$ cat src/rtl/mem_bus_arbiter.sv
// Shares one memory/peripheral port between the CPU data port (m0) and the loader (m1); one access per grant.
// Define ARB_STARVE_GUARD_EN to add the master-1 starvation guard (STARVE_LIMIT consecutive m0 acks).
module mem_bus_arbiter #(
   parameter int unsigned STARVE_LIMIT = 4
) (
   input  logic        clk,
   input  logic        reset,
   input  logic        m0_req,
   input  logic        m0_we,
   input  logic [31:0] m0_addr,
   input  logic [31:0] m0_wdata,
   input  logic        m0_lock,
   input  logic        m1_req,
   input  logic        m1_we,
   input  logic [31:0] m1_addr,
   input  logic [31:0] m1_wdata,
   input  logic        m1_lock,
   output logic        m0_gnt,
   output logic        m0_ack,
   output logic [31:0] m0_rdata,
   output logic        m1_gnt,
   output logic        m1_ack,
   output logic [31:0] m1_rdata,
   output logic [31:0] mem_addr,
   output logic [31:0] mem_wdata,
   output logic        mem_rd,
   output logic        mem_wr,
   input  logic [31:0] mem_rdata,
   output logic        busy
);

   typedef enum logic [1:0] {IDLE, G0, G1} state_t;

   state_t state_q, state_d;
   logic   starve_hit;
   logic   force_rel;

   always_ff @(posedge clk) begin
      if (reset) state_q <= IDLE;
      else       state_q <= state_d;
   end

   // Datapath follows the registered grant only; acks and strobes are suppressed during reset.
   always_comb begin
      m0_gnt    = 1'b0;
      m0_ack    = 1'b0;
      m0_rdata  = '0;
      m1_gnt    = 1'b0;
      m1_ack    = 1'b0;
      m1_rdata  = '0;
      mem_addr  = '0;
      mem_wdata = '0;
      mem_rd    = 1'b0;
      mem_wr    = 1'b0;
      case (state_q)
         G0: begin
            m0_gnt    = 1'b1;
            mem_addr  = m0_addr;
            mem_wdata = m0_wdata;
            mem_rd    = m0_req & ~m0_we & ~reset;
            mem_wr    = m0_req &  m0_we & ~reset;
            m0_ack    = m0_req & ~reset;
            m0_rdata  = m0_ack ? mem_rdata : '0;
         end
         G1: begin
            m1_gnt    = 1'b1;
            mem_addr  = m1_addr;
            mem_wdata = m1_wdata;
            mem_rd    = m1_req & ~m1_we & ~reset;
            mem_wr    = m1_req &  m1_we & ~reset;
            m1_ack    = m1_req & ~reset;
            m1_rdata  = m1_ack ? mem_rdata : '0;
         end
         default: ;
      endcase
   end

   always_comb begin
      state_d = state_q;
      case (state_q)
         IDLE: begin
            if (m1_req && starve_hit) state_d = G1;
            else if (m0_req)          state_d = G0;
            else if (m1_req)          state_d = G1;
         end
         G0:      state_d = (m0_ack && m0_lock && !force_rel) ? G0 : IDLE;
         G1:      state_d = (m1_ack && m1_lock) ? G1 : IDLE;
         default: state_d = IDLE;
      endcase
   end

   assign busy = (state_q != IDLE);

`ifdef ARB_STARVE_GUARD_EN
   localparam logic [7:0] LIMIT = 8'(STARVE_LIMIT);

   logic [7:0] starve_cnt_q, starve_cnt_d;

   assign starve_hit = (starve_cnt_q == LIMIT);

   // The m0 ack that reaches the limit also breaks any m0 lock.
   always_comb begin
      starve_cnt_d = starve_cnt_q;
      force_rel    = 1'b0;
      if (m0_ack && m1_req) begin
         if (starve_cnt_q < LIMIT) starve_cnt_d = starve_cnt_q + 8'd1;
         force_rel = (starve_cnt_q >= LIMIT - 8'd1);
      end
      if (state_q == IDLE && !m1_req)        starve_cnt_d = '0;
      if (state_d == G1 && state_q != G1)    starve_cnt_d = '0;
   end

   always_ff @(posedge clk) begin
      if (reset) starve_cnt_q <= '0;
      else       starve_cnt_q <= starve_cnt_d;
   end
`else
   localparam int unsigned unused_starve_limit = STARVE_LIMIT;

   assign starve_hit = 1'b0;
   assign force_rel  = 1'b0;
`endif

endmodule

$ cat config.mk
export PLATFORM = sky130hd
export DESIGN_NAME = mem_bus_arbiter
export DESIGN_NICKNAME = d
export VERILOG_FILES = /design/src/rtl/mem_bus_arbiter.sv
export SDC_FILE = /design/constraint.sdc
export NUM_CORES = 1
export LEC_CHECK = 0
export ABC_CLOCK_PERIOD_IN_PS = 1600
export CORE_AREA = 10 10 108 110
export CTS_CLUSTER_SIZE = 40
export DETAILED_ROUTE_END_ITERATION = 6
export DIE_AREA = 0 0 118 120
export DONT_BUFFER_PORTS = 1
export PLACE_DENSITY = 0.33
export SLEW_MARGIN = 20
export SYNTH_ARGS = -nofsm -noshare
export SYNTH_HDL_FRONTEND = slang
export SYNTH_SLANG_ARGS = --single-unit
export TNS_END_PERCENT = 10
$ cat constraint.sdc
create_clock -name clk -period 1.6 [get_ports clk]
set_input_delay 0.32 -clock clk [delete_from_list [all_inputs] [get_ports clk]]
set_output_delay 0.32 -clock clk [all_outputs]
set_load 0.01 [all_outputs]
==> metrics <==
status=finished, violations left; failing checks=negative setup slack; Post-synth top cells=a22oi_1 (64), and2_1 (64), nor2b_1 (64); max FFs per register=2; Skew-Pair Late Insertion Delay=0.21 ns; total wire length=9846 um; I/O pin cnt=303; CP max FO=16; RSZ-0062 raised after global routing=yes; Sum Neg Setup Slack=-19.80 ns; largest net degree at the start of global routing=34; Rel. slew slack=81.74%; Post-Synthesis Cells=249; P_leak=0.7503 nW; # diodes=0; critical path class=reg -> out; DR vias=1935; number of synthesized flops with an enable pin=0; Post-CTS Setup Inserts=0; sequential share of the synthesized area=2.404%; Critical Path Sink Type=primary output; Least-Margin Pin Slew=0.2738 ns; Tmin final=1.821 ns; synthesized area per cell=6.688 um^2; top_reg_cell synth=dfxtp_1; clk sinks=2; Mapped Area=1665 um^2; top-area cell type share of the netlist area=28.85%; antenna violations before repair=0; #FFs+latches synth=2; Syn Nets=421; Final ANT Viol Nets=0; final hold violation count=0; Root Driver=clkbuf_8; first-pass GRT wire length=13970 um; Worst EP required=1.28 ns; grt ovf=0; number of core rows=36; Max clock buf depth=2; Final Max Slew Viols=0; Wirelength per Cell=25.84 um; drt first pass iters=4; # fillers=1011; # setup viols final=132; HP Class=in -> reg; Worst Skew=0.0009316 ns; Die H=120 um; number of global-route vias before repair=2171; GPL Wtd Cong=0.7122; # DRC=0; H-tree levels=1; DR iter-0 viols=47; detailed placement HPWL=8451 um; Synth cell types=21; post-layout util=25.26%; Startpoint Class=flop; part of the cycle the worst path needs=113.8%; worst path setup slack after routing=-0.2215 ns; Reg clk slew, reported paths=0.03 ns; NumNets Final=422; largest cells by area after synthesis=a22oi_1 (29%), and2_1 (24%), nor2b_1 (24%); Largest regs=state_q: 2 flops; worst vdd ir=0.0001815 V; FFs w/ async S/R, synth=0%; Cell Pwr Density=365.0 nW/um^2; Most flops, register=state_q; share of layout cells above drive strength 1=60.48%; max frequency=549.0 MHz; Port Buffers=0; Total GRT Usage=12.11%; DIE WIDTH=118 um; Yosys warnings=0; vias per cell=5.079; Placeable Area=9549 um^2; TritonCTS clock tree=done; leading area contributor after synthesis=a22oi_1; Synth-to-Final Area Change=44.85%; Total Power=0.8805 mW; Initial Util=17.44%; CTS Buf Count=3; Max Cap Viol=0; die area=14160 um^2; Critical Path AT=1.50 ns
-- cells by family (layout without fill, tap and decap cells) --
logic type	after synthesis	count (layout)	share of synthesized area [%]
AOI/OAI and AO/OA	70	70	31.18
adders and majority gates	4	4	3.005
buffers and inverters	33	32	10.14
DFF	2	2	2.404
and+or+nand+nor	140	140	53.27
-- cell type report --
type | count | area [um^2] | share of cell area (%)
well taps | 133 | 166.4 | 6.898
multi-input cells | 214 | 1833 | 75.99
inverters | 4 | 15.01 | 0.6224
repair buffers | 25 | 315.3 | 13.07
flip-flops and latches | 2 | 41.29 | 1.712
clock buffers | 3 | 41.29 | 1.712
-- critical path: stages, from the launching register on --
cell     delay [ns]
dfxtp_1        0.32
inv_1          0.10
ha_4           0.20
buf_12         0.15
buf_4          0.15
a22oi_2        0.16
nor2b_1        0.07
buf_4          0.15
-- cell usage in the layout, fill, tap and decap left out, types with 3 or more instances in the layout --
master	n
nor2b_1	3
buf_4	15
a21oi_1	3
inv_1	3
ha_4	3
and2_1	21
clkbuf_8	3
a22oi_1	55
a22oi_2	9
buf_12	8
nor2b_2	56
and2_4	43
nor2b_4	5
-- routing by layer --
metal | vias up | part of all wire, % | GRT usage [%]
met5 | - | 0 | 0
li1 | 865 | - | -
met3 | 4 | 12 | 6.048
met4 | 0 | 0.66 | 2.318
met1 | 900 | 32 | 11.25
met2 | 166 | 54 | 23.45
-- stage by stage --
stage / hold slack, ns / cells / setup WS [ns] / area, um^2
2_1_floorplan: 0.3817 / 249 / -0.03638 / 1792
3_3_place_gp: 0.3957 / 377 / -0.06104 / 2056
3_5_place_dp: 0.3930 / 377 / -0.05524 / 2056
4_1_cts: 0.1666 / 381 / -0.2289 / 2333
5_1_grt: 0.1692 / 381 / -0.2999 / 2412
6_report: 0.1783 / 381 / -0.2215 / 2412
-- timing repair --
action,in CTS,in global routing
endpoints found under the setup margin,132,132
hold buffers,0,0
pin swaps,4,1
gates cloned,1,0
gates resized for setup,69,23
-- path summary, 6_finish.rpt --
check / startpoint / endpoint / slack [ns] / cells after the start
setup / recovery: state_q[1] / mem_addr[18] / -0.22 / 7
hold / removal: reset / state_q[0] / 0.18 / 1
hold reg to reg: state_q[0] / state_q[0] / 0.67 / 3
setup reg to reg: state_q[1] / state_q[0] / 0.16 / 6
-- power by group --
part / switching (mW) / internal (mW)
combinational: 0.304 / 0.315
sequential: 0.00348 / 0.0542
clock: 0.0450 / 0.160
total: 0.352 / 0.528
Note: power is estimated with default switching activity, not from simulation.
